**src/rtl/uart_pkg.sv**
```systemverilog
// Shared UART definitions: default bit timing, frame shape and transmitter state encoding.
package uart_pkg;

  localparam int CLKS_PER_BIT_DEF = 4618;
  localparam int FRAME_BITS = 10;
  localparam int DATA_BITS = 8;
  localparam logic LINE_IDLE = 1'b1;

  typedef enum logic [1:0] {
    ST_IDLE  = 2'd0,
    ST_START = 2'd1,
    ST_DATA  = 2'd2,
    ST_STOP  = 2'd3
  } tx_state_t;

endpackage

```
**src/rtl/uart_fifo_sync.sv**
```systemverilog
// Single-clock FIFO with registered full/empty/level flags; a push while full is ignored.
module uart_fifo_sync #(
  parameter int DEPTH  = 16,
  parameter int ADDR_W = 4,
  parameter int WIDTH  = 8
) (
  input  logic              clk,
  input  logic              reset,
  input  logic              i_push,
  input  logic [WIDTH-1:0]  i_wr_data,
  input  logic              i_pop,
  output logic [WIDTH-1:0]  o_rd_data,
  output logic              o_full,
  output logic              o_empty,
  output logic [ADDR_W:0]   o_level
);

  localparam logic [ADDR_W:0]   LEVEL_FULL = (ADDR_W+1)'(DEPTH);
  localparam logic [ADDR_W:0]   LEVEL_ONE  = (ADDR_W+1)'(1);
  localparam logic [ADDR_W-1:0] PTR_ONE    = ADDR_W'(1);

  logic [WIDTH-1:0]  mem_q [DEPTH];
  logic [ADDR_W-1:0] wr_ptr_q, rd_ptr_q;
  logic [ADDR_W:0]   level_q, level_d;
  logic              full_q, empty_q;
  logic              push_ok, pop_ok;

  assign push_ok = i_push && !full_q;
  assign pop_ok  = i_pop && !empty_q;

  always_comb begin
    level_d = level_q;
    case ({push_ok, pop_ok})
      2'b10:   level_d = level_q + LEVEL_ONE;
      2'b01:   level_d = level_q - LEVEL_ONE;
      default: level_d = level_q;
    endcase
  end

  always_ff @(posedge clk or posedge reset) begin
    if (reset) begin
      wr_ptr_q <= '0;
      rd_ptr_q <= '0;
      level_q  <= '0;
      full_q   <= 1'b0;
      empty_q  <= 1'b1;
    end else begin
      if (push_ok) wr_ptr_q <= wr_ptr_q + PTR_ONE;
      if (pop_ok)  rd_ptr_q <= rd_ptr_q + PTR_ONE;
      level_q <= level_d;
      full_q  <= (level_d == LEVEL_FULL);
      empty_q <= (level_d == '0);
    end
  end

  always_ff @(posedge clk) begin
    if (push_ok) mem_q[wr_ptr_q] <= i_wr_data;
  end

  assign o_rd_data = mem_q[rd_ptr_q];
  assign o_full    = full_q;
  assign o_empty   = empty_q;
  assign o_level   = level_q;

endmodule

```
**src/rtl/uart_tx_buffered.sv**
```systemverilog
// Buffered 8N1 transmitter, LSB first: bytes queue in a FIFO and are sent back-to-back while enabled.
module uart_tx_buffered
  import uart_pkg::*;
#(
  parameter int CLKS_PER_BIT = CLKS_PER_BIT_DEF,
  parameter int DEPTH        = 16,
  parameter int ADDR_W       = 4
) (
  input  logic            clk,
  input  logic            reset,
  input  logic            i_wr_en,
  input  logic [7:0]      i_wr_data,
  input  logic            i_tx_enable,
  input  logic            i_irq_en,
  input  logic            i_clr_ovr,
  output logic            o_UART_RX,
  output logic            o_full,
  output logic            o_empty,
  output logic [ADDR_W:0] o_level,
  output logic            o_busy,
  output logic            o_overrun,
  output logic            o_IRQ,
  output tx_state_t       o_dbg_state
);

  localparam int BAUD_W = (CLKS_PER_BIT > 1) ? $clog2(CLKS_PER_BIT) : 1;
  localparam logic [BAUD_W-1:0] BAUD_LAST = BAUD_W'(CLKS_PER_BIT - 1);
  localparam logic [BAUD_W-1:0] BAUD_ONE  = BAUD_W'(1);
  localparam logic [2:0]        LAST_BIT  = 3'(DATA_BITS - 1);

  tx_state_t         state_q, state_d;
  logic [BAUD_W-1:0] baud_q, baud_d;
  logic [2:0]        bit_q, bit_d;
  logic [7:0]        shift_q, shift_d;
  logic              line_q, line_d;
  logic              busy_q, busy_d;
  logic              ovr_q, ovr_d;
  logic              irq_q, irq_d;
  logic              pop, start_ok, baud_end;
  logic [7:0]        fifo_data;
  logic              fifo_full, fifo_empty;

  // Write side has no back-pressure: a one-cycle i_wr_en strobe is taken iff the FIFO
  // was not full before the edge; otherwise the byte is lost and o_overrun latches.
  uart_fifo_sync #(.DEPTH(DEPTH), .ADDR_W(ADDR_W), .WIDTH(8)) u_fifo (
    .clk       (clk),
    .reset     (reset),
    .i_push    (i_wr_en),
    .i_wr_data (i_wr_data),
    .i_pop     (pop),
    .o_rd_data (fifo_data),
    .o_full    (fifo_full),
    .o_empty   (fifo_empty),
    .o_level   (o_level)
  );

  assign start_ok = !fifo_empty && i_tx_enable;
  assign baud_end = (baud_q == BAUD_LAST);

  always_ff @(posedge clk or posedge reset) begin
    if (reset) begin
      state_q <= ST_IDLE;
      baud_q  <= '0;
      bit_q   <= '0;
      shift_q <= '0;
      line_q  <= LINE_IDLE;
      busy_q  <= 1'b0;
      ovr_q   <= 1'b0;
      irq_q   <= 1'b1;
    end else begin
      state_q <= state_d;
      baud_q  <= baud_d;
      bit_q   <= bit_d;
      shift_q <= shift_d;
      line_q  <= line_d;
      busy_q  <= busy_d;
      ovr_q   <= ovr_d;
      irq_q   <= irq_d;
    end
  end

  always_comb begin
    state_d = state_q;
    unique case (state_q)
      ST_IDLE:  if (start_ok) state_d = ST_START;
      ST_START: if (baud_end) state_d = ST_DATA;
      ST_DATA:  if (baud_end && bit_q == LAST_BIT) state_d = ST_STOP;
      ST_STOP:  if (baud_end) state_d = start_ok ? ST_START : ST_IDLE;
      default:  state_d = ST_IDLE;
    endcase
  end

  always_comb begin
    baud_d  = baud_q;
    bit_d   = bit_q;
    shift_d = shift_q;
    line_d  = line_q;
    busy_d  = busy_q;
    pop     = 1'b0;
    unique case (state_q)
      ST_IDLE: begin
        baud_d = '0;
        bit_d  = '0;
        line_d = LINE_IDLE;
        busy_d = 1'b0;
        if (start_ok) begin
          pop     = 1'b1;
          shift_d = fifo_data;
          line_d  = 1'b0;
          busy_d  = 1'b1;
        end
      end
      ST_START: begin
        baud_d = baud_q + BAUD_ONE;
        if (baud_end) begin
          baud_d = '0;
          bit_d  = '0;
          line_d = shift_q[0];
        end
      end
      ST_DATA: begin
        baud_d = baud_q + BAUD_ONE;
        if (baud_end) begin
          baud_d = '0;
          if (bit_q == LAST_BIT) begin
            line_d = LINE_IDLE;
          end else begin
            bit_d   = bit_q + 3'd1;
            shift_d = {1'b0, shift_q[7:1]};
            line_d  = shift_q[1];
          end
        end
      end
      ST_STOP: begin
        baud_d = baud_q + BAUD_ONE;
        if (baud_end) begin
          baud_d = '0;
          // Chaining straight into the next start bit keeps frames gap-free.
          if (start_ok) begin
            pop     = 1'b1;
            shift_d = fifo_data;
            line_d  = 1'b0;
          end else begin
            line_d = LINE_IDLE;
            busy_d = 1'b0;
          end
        end
      end
      default: begin
        line_d = LINE_IDLE;
        busy_d = 1'b0;
      end
    endcase

    if (i_wr_en && fifo_full) ovr_d = 1'b1;
    else if (i_clr_ovr)       ovr_d = 1'b0;
    else                      ovr_d = ovr_q;

    irq_d = !(i_irq_en && fifo_empty && state_q == ST_IDLE);
  end

  assign o_UART_RX   = line_q;
  assign o_full      = fifo_full;
  assign o_empty     = fifo_empty;
  assign o_busy      = busy_q;
  assign o_overrun   = ovr_q;
  assign o_IRQ       = irq_q;
  assign o_dbg_state = state_q;

endmodule

```
**config.mk**
```make
export PLATFORM = sky130hd
export DESIGN_NAME = uart_tx_buffered
export DESIGN_NICKNAME = d
export VERILOG_FILES = /design/src/rtl/uart_pkg.sv /design/src/rtl/uart_fifo_sync.sv /design/src/rtl/uart_tx_buffered.sv
export SDC_FILE = /design/constraint.sdc
export NUM_CORES = 1
export LEC_CHECK = 0
export ABC_AREA = 1
export CAP_MARGIN = 20
export CORE_MARGIN = 2
export CORE_UTILIZATION = 55
export CTS_CLUSTER_SIZE = 12
export DETAILED_ROUTE_END_ITERATION = 8
export PLACE_DENSITY_LB_ADDON = 0.12
export SLEW_MARGIN = 15
export SYNTH_ARGS = -nofsm -noshare
export SYNTH_HDL_FRONTEND = slang
export SYNTH_HIERARCHICAL = 1
export SYNTH_SLANG_ARGS = --single-unit
```
**constraint.sdc**
```tcl
create_clock -name clk -period 4 [get_ports clk]
set_input_delay 0.8 -clock clk [delete_from_list [all_inputs] [get_ports clk]]
set_output_delay 0.8 -clock clk [all_outputs]
set_load 0.05 [all_outputs]
```
After elaboration in Yosys (flattened, before gate mapping)
Memory sizes are Yosys's and may differ from the RTL's.
Index checks and enable logic that the tools add are counted.
- register bits: 45
- RAM bits: 128
- input bits: 14
- logic and storage cells: 91
- memories: 1
- memories (memory ; words ; bits a word ; rd ports ; clocked after Yosys merged registers in ; write ports ; line ; text):
    u_fifo.mem_q ; 16 ; 8 ; 1 ; 0 ; 1 ; uart_fifo_sync.sv:22 ; logic [WIDTH-1:0] mem_q [DEPTH];
- add/subtract/negate cells: 6
- eq/ne operators: 15
- multiplexer cells: 34
- reduce and logical (&&, ||, !) cells: 22
- operator list (cell ; count):
    8-bit two-way mux ; 4
    13-bit one-hot mux with 2 select lines ; 1
    8-bit one-hot mux with 3 select lines ; 1
    1-bit two-way mux ; 14
    2-bit != test, second input constant ; 7
    13-bit by 1-bit adder with 13-bit output, second input constant ; 1
    13-bit equality test, second input constant ; 1
    13-bit two-way mux ; 1
    4-bit AND reduction ; 3
    5-bit one-hot mux with 2 select lines ; 1
    3-bit two-way mux ; 3
    3-bit one-hot mux with 3 select lines ; 1
    4-bit by 1-bit adder with 4-bit output, second input constant ; 2
    2-bit two-way mux ; 4
    2-bit one-hot mux with 4 select lines ; 1
    1-bit logical AND ; 7
    2-bit equality test, second input constant ; 3
    3-bit AND reduction ; 2
    3-bit nonzero test ; 2
    5-bit by 1-bit adder with 5-bit output, second input constant ; 1
    5-bit equality test, second input constant ; 1
    5-bit logical NOT ; 1
    5-bit by 1-bit subtractor with 5-bit output, second input constant ; 1
    2-bit by 1-bit equality test with 1-bit output, second input constant ; 2
    8 further kinds ; 12

Longest topological paths before layout
Gate-level depths: netlist (run 1).
- word-level depth: 9
- depth in mapped cells: 25

Modules after synthesis
The synthesis (run 1) kept the hierarchy.
- by module, submodules not included (module ; times used ; cells an instance ; area an instance (µm²) ; seq. area each (µm²)):
    uart_fifo_sync ; 1 ; 462 ; 6050.8 ; 4220.3
    uart_tx_buffered ; 1 ; 236 ; 1755.4 ; 753.2

Least setup slack after synthesis (run 1)
Ideal clock, no wire load.
- path type: register to register
- from: reg state_q[1], in the netlist o_dbg_state[1]
- to: reg u_fifo.full_q, in the netlist u_fifo/o_full
- arrival time: 2.809 ns
- data required time: 3.931 ns
- path slack: 1.122 ns
- cell stages (with the launch flop): 18
- path buffers: 0
- clock period less this slack: 2.878 ns
- path through: dfrtp_1 ha_1 nand2_1 o21ai_0 inv_1 nor2_1 inv_1 nor2_8 nand3_1 nand2_1 inv_1 ha_1 nand2_1 o21ai_0 or2_2 nor2_1 nand3_1 nor2_2
- cells in the longest elaborated chain, start to end: 6
- elaborated cells on any way between the ends: 8
- classes of those cells: eq/ne (4); mux (2); reduce/logical (2)
- RTL lines (item ; line ; text):
    from (decl) ; uart_tx_buffered.sv:31 ; tx_state_t state_q, state_d;
    from (signal assigned) ; uart_tx_buffered.sv:71 ; state_q <= state_d;
    2-bit equality test / 2-bit logical NOT (equally long branches) ; uart_tx_buffered.sv:100 ; unique case (state_q)
    1-bit one-hot mux with 2 select lines * ; uart_tx_buffered.sv:100 ;
    via pop ; uart_tx_buffered.sv:39 ; logic pop, start_ok, baud_end;
    1-bit logical AND * ; uart_fifo_sync.sv:29 ; assign pop_ok = i_pop && !empty_q;
    2-bit by 1-bit equality test with 1-bit output / 2-bit equality test (equally long branches) ; uart_fifo_sync.sv:33 ; case ({push_ok, pop_ok})
    5-bit one-hot mux with 2 select lines * ; uart_fifo_sync.sv:33 ;
    via u_fifo.level_d[1] ; uart_fifo_sync.sv:24 ; logic [ADDR_W:0] level_q, level_d;
    5-bit equality test * ; uart_fifo_sync.sv:51 ; full_q <= (level_d == LEVEL_FULL);
    to (signal assigned) ; uart_fifo_sync.sv:51 ;
    to (decl) ; uart_fifo_sync.sv:25 ; logic full_q, empty_q;
The timed path passes the listed nets; every way through them passes the cells marked *.
A chain may end at the register's enable or synchronous reset.

Final worst setup path (run 1)
- from: in i_tx_enable
- to: reg u_fifo.full_q, in the netlist u_fifo/o_full
- cells in the longest elaborated chain, start to end: 8
- elaborated cells on any way between the ends: 9
- classes of those cells: eq/ne (3); mux (4); reduce/logical (2)
- RTL lines (item ; line ; text):
    from (decl) ; uart_tx_buffered.sv:13 ; input logic i_tx_enable,
    1-bit logical AND * ; uart_tx_buffered.sv:57 ; assign start_ok = !fifo_empty && i_tx_enable;
    1-bit two-way mux * ; uart_tx_buffered.sv:106, uart_tx_buffered.sv:139 ;
    1-bit two-way mux ; uart_tx_buffered.sv:136 ; if (baud_end) begin
    1-bit one-hot mux with 2 select lines * ; uart_tx_buffered.sv:100 ;
    via pop ; uart_tx_buffered.sv:39 ;
    1-bit logical AND * ; uart_fifo_sync.sv:29 ;
    2-bit by 1-bit equality test with 1-bit output / 2-bit equality test (equally long branches) ; uart_fifo_sync.sv:33 ;
    5-bit one-hot mux with 2 select lines * ; uart_fifo_sync.sv:33 ;
    via u_fifo.level_d[1] ; uart_fifo_sync.sv:24 ;
    5-bit equality test * ; uart_fifo_sync.sv:51 ;
Marks and branches as above.

==> results.md, run 1 <==
- Result of the run: finished, final reports clean
- Clock transition at the register clock pins on the worst setup and hold paths after CTS: 70 ps
- Share of Yosys cell area claimed by the top area cell type: 49.2%
- Count of TritonRoute iterations in the first routing pass: 5
- Synth unique cells: 37
- Endpoint of the worst register-to-register path: u_fifo/o_full$_DFF_PP0_
- Number of global-route vias before repair: 4799
- Area added between synthesis and finish: 13.3%
- Overall global routing resource usage: 22.7%
- Class of the worst hold path: reg -> reg
- Total count of hold-check failures in the final report: 0
- CP Capture Type: flop
- Total via count in the routed design: 5112
- # Max-Cap Violations: 0
- Required time at the endpoint of the critical path: 4360 ps
- Antenna Nets Post-Route: 0
- Global route total overflow: 0
- CP Data Arrival Time: 3480 ps
- Net count after synthesis: 729
- Clock Sink Count: 173
- Final Skew: 11.7 ps
- Cell leakage power: 3.59 nW
- Number of warnings printed during yosys synthesis: 6
- Average cell area after synthesis: 11.2 um2
- Cell type contributing the most total cell area after synthesis: sky130_fd_sc_hd__edfxtp_1
- Maximum clock rate: 321 MHz
- Cell count after synthesis: 698
- Final Net Count: 760
- TritonCTS clock tree: done
- Routed via count divided by cell count: 5.54
- DRC violations left: 0
- CTS HTree Levels: 4
- Hold Crit Endpoint: o_UART_RX$_DFFE_PP1P_
- Top area cells in the synthesized netlist: sky130_fd_sc_hd__edfxtp_1, sky130_fd_sc_hd__dfrtp_1, sky130_fd_sc_hd__nand2_1
- Startpoint class of the critical path: primary input
- Number of instances on the worst hold path: 2
- Number of synthesized register bits: 173
- Global-route wire length before repair: 25300 um
- Placement Cell Area: 8280 um2
- Total number of placement rows: 43
- Initial Utilization: 56.2%
- Final setup violation count: 0
- Final instance area: 8840 um2
- Clock root buffer master: sky130_fd_sc_hd__clkbuf_16
- Post-cts gate resize count: 0
- Proportion of synthesized chip area in sequential cells: 63.7%
- Vertical die dimension: 123 um
- Setup TNS Final: 0 ps
- Antenna cell count: 0
- Post-layout total power: 0.00642 W
- Worst slew margin: 34.4%
- Insertion delay of the later-clocked pin in the worst-skew pair: 430 ps
- Actual slew at the worst max-slew pin: 980 ps
- VDD IR max: 472 uV
- Average wire per cell in the routed design: 17.2 um
- Final worst path period need: 3120 ps
- I/O pin count: 27
- Synth cell count leaders: sky130_fd_sc_hd__edfxtp_1, sky130_fd_sc_hd__nand2_1, sky130_fd_sc_hd__inv_1
- Violation count after the first detailed-route iteration: 390
- Slew Limit Fails: 0
- Maximum fanout encountered on the critical timing path: 10
- Most used standard cell by instance count after synthesis: sky130_fd_sc_hd__edfxtp_1
- Largest net degree at the start of global routing: 57
- P per Cell Area: 726 nW/um2
- Combined area of all synthesized cells: 7810 um2
- Depth of the most critical reg-to-reg path: 20
- Cts bufs inserted: 17
- Post-synthesis async set-or-reset flop share: 26.0%
- R2R Path Start: baud_q[1]$_DFF_PP0_
- Width of the die: 123 um
- Detailed placer's ending HPWL: 10200 um
- Initial antenna violation count: 0
- Clock Path Buffers: 2
- Layout cell share with drive strength beyond 1: 9.30%
- Number of buffers added on ports: 26
- Crit path from: i_tx_enable
- Hold path startpoint: o_UART_RX$_DFFE_PP1P_
- FF-to-FF setup slack: 970 ps
- RePlAce Congestion: 0.885
- Setup repair after global routing missed its margin: no
- Share of the clock period used by the worst path: 77.9%
- Number of hold buffers added after CTS: 0
- Primary flip-flop cell chosen by synthesis mapping: sky130_fd_sc_hd__edfxtp_1
- Placeable core region: 13900 um2
- Final wirelength: 15900 um
- Floorplan die area: 15200 um2
- Count of flip-flops with a built-in enable after synthesis: 128
- Post-CTS Repair Setup Buffers: 0
- Setup CP Type: in -> reg
state kept, by name (all words and copies together) (netlist names):
signal and count:
baud_q 13, o_busy 1, u_fifo/wr_ptr_q 4, u_fifo/o_level 5
bit_q 3, u_fifo/o_full 1, u_fifo/rd_ptr_q 4, o_overrun 1
u_fifo/mem_q 128, o_IRQ 1, u_fifo/o_empty 1, o_dbg_state 2
o_UART_RX 1, shift_q 8
power by group:
part           switching, W  internal [W]  total [W]
clock network      0.000688      0.000867    0.00156
registers          0.000248       0.00224    0.00248
logic               0.00157      0.000807    0.00238
worst max-delay path: stages:
cell                              delay (ps)
sky130_fd_sc_hd__clkdlybuf4s50_1         450
sky130_fd_sc_hd__nand2_1                 120
sky130_fd_sc_hd__inv_1                   130
sky130_fd_sc_hd__nand2_1                  90
sky130_fd_sc_hd__o21ai_0                 170
sky130_fd_sc_hd__inv_1                    50
sky130_fd_sc_hd__nor2_1                   90
sky130_fd_sc_hd__inv_1                   100
sky130_fd_sc_hd__nor2_8                  190
sky130_fd_sc_hd__nand3_1                 120
sky130_fd_sc_hd__nand2_1                  90
sky130_fd_sc_hd__inv_1                    50
sky130_fd_sc_hd__ha_1                    270
sky130_fd_sc_hd__nand2_1                  60
sky130_fd_sc_hd__o21ai_0                  90
sky130_fd_sc_hd__or2_2                   280
sky130_fd_sc_hd__nor2_1                  100
sky130_fd_sc_hd__nand3_1                 110
sky130_fd_sc_hd__nor2_2                  110
layout make-up:
class,count,area [um2]
fill,1089,5040
sequential,173,4980
multi-input combinational,413,2380
clock buffer,18,429
timing repair buffer,36,368
inverter,88,330
tap,180,225
clock inverter,14,131
layout by cell type, fill, tap and decap left out, types with 7 or more instances in the layout:
cell type                         count
sky130_fd_sc_hd__edfxtp_1           128
sky130_fd_sc_hd__nand2_1            124
sky130_fd_sc_hd__inv_1               83
sky130_fd_sc_hd__o21ai_0             49
sky130_fd_sc_hd__dfrtp_1             41
sky130_fd_sc_hd__nor2_1              40
sky130_fd_sc_hd__nand3_1             34
sky130_fd_sc_hd__a21oi_1             34
sky130_fd_sc_hd__o211ai_1            33
sky130_fd_sc_hd__mux2i_1             32
sky130_fd_sc_hd__clkdlybuf4s50_1     26
sky130_fd_sc_hd__ha_1                17
sky130_fd_sc_hd__clkbuf_16           17
sky130_fd_sc_hd__xor2_1               8
sky130_fd_sc_hd__buf_4                8
sky130_fd_sc_hd__inv_6                7
metrics by stage:
step	std cells	utilization (%)	hold slack [ps]	setup slack, ps
final	922	63.7	468	882
after global routing	922	63.7	484	629
after detailed placement	890	59.7	460	443
after global placement	889	59.5	455	507
after floorplan	698	-	442	1120
after CTS	922	63.7	472	885
worst max-delay path by stage:
stage | slack (ps) | cells after the start | end
5_1_grt | 630 | 19 | u_fifo/o_empty$_DFF_PP1_
2_1_floorplan | 1120 | 17 | u_fifo/o_full$_DFF_PP0_
3_3_place_gp | 510 | 19 | u_fifo/o_full$_DFF_PP0_
3_5_place_dp | 440 | 19 | u_fifo/o_full$_DFF_PP0_
6_report | 880 | 19 | u_fifo/o_full$_DFF_PP0_
4_1_cts | 890 | 19 | u_fifo/o_full$_DFF_PP0_
logic make-up (layout without fill, tap and decap cells):
kind of cell | after synthesis | in the layout | synth area share [%]
AOI/OAI and AO/OA | 126 | 126 | 9.52
and+or+nand+nor | 229 | 229 | 13.2
muxes | 32 | 32 | 4.10
adders and majority gates | 17 | 17 | 2.72
xor gates and xnor gates | 9 | 9 | 1.01
buffers and inverters | 112 | 156 | 5.75
DFF | 173 | 173 | 63.7
routing by layer:
| metal | vias up | part of all wire (%) | wire (um) | GRT usage (%) |
|---|---|---|---|---|
| met5 | - | 0 | 0 | 0 |
| met3 | 19 | 5.8 | 914 | 4.43 |
| met4 | 0 | 1.6 | 259 | 8.88 |
| li1 | 2464 | - | - | - |
| met1 | 2468 | 45 | 7150 | 31.7 |
| met2 | 161 | 48 | 7560 | 35.2 |
Power figures use the tool's default switching activity.
==> inputs of run 2 (changes only) <==
==> constraint.sdc (replaced) <==
create_clock -name clk -period 2.56 [get_ports clk]
set_input_delay 0.512 -clock clk [delete_from_list [all_inputs] [get_ports clk]]
set_output_delay 0.512 -clock clk [all_outputs]
set_load 0.05 [all_outputs]
==> results.md, run 2 (synthesis gave the netlist of run 1 again) <==
- Clock root buffer master: sky130_fd_sc_hd__clkbuf_16
- Dominant cell type by count on the critical path: sky130_fd_sc_hd__inv_2
- Insertion delay of the later-clocked pin in the worst-skew pair: 430 ps (about the same)
- Count of TritonRoute iterations in the first routing pass: 5 (unchanged)
- Startpoint class of the critical path: flop
- R2R Path Start: baud_q[1]$_DFF_PP0_
- CTS HTree Levels: 4 (unchanged)
- VDD IR max: 851 uV (+81%)
- Depth of the most critical reg-to-reg path: 21 (+5.0%)
- Setup CP Type: reg -> reg
- Total via count in the routed design: 5199 (+1.7%)
- Share of the clock period used by the worst path: 98.6%
- Vertical die dimension: 123 um (unchanged)
- Clock Sink Count: 173 (unchanged)
- Initial Utilization: 56.2% (unchanged)
- Count of placed standard cells including taps: 929 (+4.4%)
- Detailed placer's ending HPWL: 10600 um (+4.0%)
- RePlAce Congestion: 0.842 (-4.9%)
- Antenna cell count: 0 (unchanged)
- Final Skew: 7.96 ps (-3.76 ps)
- TritonCTS clock tree: done
- Average wire per cell in the routed design: 16.8 um (-2.4%)
- Class of the worst hold path: reg -> reg
- Largest stage delay, worst path: 380 ps (-70 ps)
- Clock transition at the register clock pins on the worst setup and hold paths after CTS: 70 ps (about the same)
- Final Net Count: 805 (+5.9%)
- Total number of placement rows: 43 (unchanged)
- Required time at the endpoint of the critical path: 2920 ps (-1440 ps)
- Placeable core region: 13900 um2 (unchanged)
- Master of the slowest instance on the critical path: sky130_fd_sc_hd__dfrtp_1
- Final wirelength: 16200 um (+2.3%)
- Most frequent cells in the layout: sky130_fd_sc_hd__edfxtp_1, sky130_fd_sc_hd__nand2_1, sky130_fd_sc_hd__inv_1, sky130_fd_sc_hd__buf_4, sky130_fd_sc_hd__o21ai_0
- Final instance area: 9280 um2 (+5.0%)
- Result of the run: finished, final reports clean
- Worst slew margin: 50.5% (+16 points)
- Endpoint of the worst register-to-register path: u_fifo/o_full$_DFF_PP0_
- Hold Crit Endpoint: o_UART_RX$_DFFE_PP1P_
- Clock Path Buffers: 2 (unchanged)
- Width of the die: 123 um (unchanged)
- Total count of hold-check failures in the final report: 0 (unchanged)
- Layout cell share with drive strength beyond 1: 18.1% (+8.8 points)
- Global-route wire length before repair: 26000 um (+2.9%)
- Setup TNS Final: 0 ps (unchanged)
- Number of instances on the worst hold path: 2 (unchanged)
- Final cell count without fillers: 966 (+4.8%)
- Violation count after the first detailed-route iteration: 593 (+52%)
- Global route total overflow: 0 (unchanged)
- Actual slew at the worst max-slew pin: 740 ps (-240 ps)
- FF-to-FF setup slack: 40 ps (-930 ps)
- Final worst path period need: 2520 ps
- Setup repair after global routing missed its margin: yes
- Crit path cell chain: inv_2 > ha_4 > nand2_2 > nor2_2 > nand3_2 > o21ai_2 > inv_2 > nor2_4 > inv_2 > nor2_8 > nand2_4 > nand2_4 > nand2_2 > inv_2 > ha_4 > nand2_2 > o21ai_2 > or2_4 > nor2_4 > nand3_2 > nor2_2
- Initial antenna violation count: 0 (unchanged)
- Routed via count divided by cell count: 5.38 (-2.9%)
- P per Cell Area: 1130 nW/um2 (+56%)
- Final setup violation count: 0 (unchanged)
- CP Capture Type: flop
- I/O pin count: 27 (unchanged)
- Most frequent standard cell in the layout excluding fill and tap cells: sky130_fd_sc_hd__edfxtp_1
- Largest register FFs: 128 (unchanged)
- Slew Limit Fails: 0 (unchanged)
- Cts bufs inserted: 17 (unchanged)
- Number of buffers added on ports: 26 (unchanged)
- Post-layout total power: 0.0105 W (+63%)
- Cell leakage power: 3.80 nW (+5.9%)
- # Max-Cap Violations: 0 (unchanged)
- Maximum fanout encountered on the critical timing path: 4 (-6)
- Overall global routing resource usage: 23.0% (+0.32 points)
- DRC violations left: 0 (unchanged)
- Number of global-route vias before repair: 5132 (+6.9%)
- Hold path startpoint: o_UART_RX$_DFFE_PP1P_
- Floorplan die area: 15200 um2 (unchanged)
- Antenna Nets Post-Route: 0 (unchanged)
- CP Data Arrival Time: 2880 ps (-600 ps)
- Register with the most flip-flops: u_fifo/mem_q
- Regs by FF count: u_fifo/mem_q (128), baud_q (13), shift_q (8)
- Placement Cell Area: 8590 um2 (+3.7%)
- Maximum clock rate: 396 MHz
- Area added between synthesis and finish: 18.9%
- Largest net degree at the start of global routing: 50 (-12%)
[run 2: cell count changes in the layout (fill, tap and decap cells not counted), sizes merged]
cell	previous run	this run
clkinv	5	9
buf	10	55
inv	94	89
[run 2: through the flow]
stage	hold slack [ps]	setup slack, ps	util, %
detailed placement	463	-391	61.9
global route	490	-176	66.9
floorplan	413	-21.7	-
finish	472	36.1	66.9
CTS	476	4.02	66.0
global placement	454	-324	61.9
[run 2: how the worst max path moves through the flow]
stage | endpoint | start | cells past startpoint | slack, ps
2_1_floorplan | u_fifo/o_empty$_DFF_PP1_ | baud_q[1]$_DFF_PP0_ | 20 | -20
3_3_place_gp | u_fifo/o_empty$_DFF_PP1_ | i_tx_enable | 19 | -320
3_5_place_dp | u_fifo/o_empty$_DFF_PP1_ | i_tx_enable | 19 | -390
4_1_cts | u_fifo/o_full$_DFF_PP0_ | baud_q[1]$_DFF_PP0_ | 25 | 4
5_1_grt | u_fifo/o_full$_DFF_PP0_ | baud_q[1]$_DFF_PP0_ | 25 | -180
6_report | u_fifo/o_full$_DFF_PP0_ | baud_q[1]$_DFF_PP0_ | 21 | 40
[run 2: worst max-delay path: cells and delay by family (launching register included)]
family	cells	cell delay, ps
AO/OA/AOI/OAI	2	220
flip-flops	1	380
adder cells (fa/ha/maj)	2	320
AND/OR/NAND/NOR	13	1280
buffers and inverters	4	260
[run 2: area by class of cell]
cell class,count,area [um2]
clock inverter,13,119
inverter,88,330
clock buffer,18,429
sequential,173,4980
fill,1037,4600
multi-input combinational,413,2510
timing repair buffer,81,686
tap,180,225
[run 2: per-layer routing]
layer	share of wire (%)	global-route usage, %	routed length (um)
met1	45	31.4	7340
met2	50	37.8	8080
met3	4.0	5.12	652
met4	1.0	5.54	169
met5	0	0	0
[run 2: timing repair]
action,in CTS,in global routing
hold endpoints to repair,0,0
hold buffers,0,0
gates resized for setup,2,27
endpoints found under the setup margin,3,5
pin swaps,5,21
setup buffers,2,4
[run 2: where the power goes]
group	leakage [nW]	total (W)	internal [W]	switching, W
registers	1.72	0.00382	0.00350	0.000325
logic	1.82	0.00426	0.00157	0.00269
clock network	0.262	0.00240	0.00134	0.00107
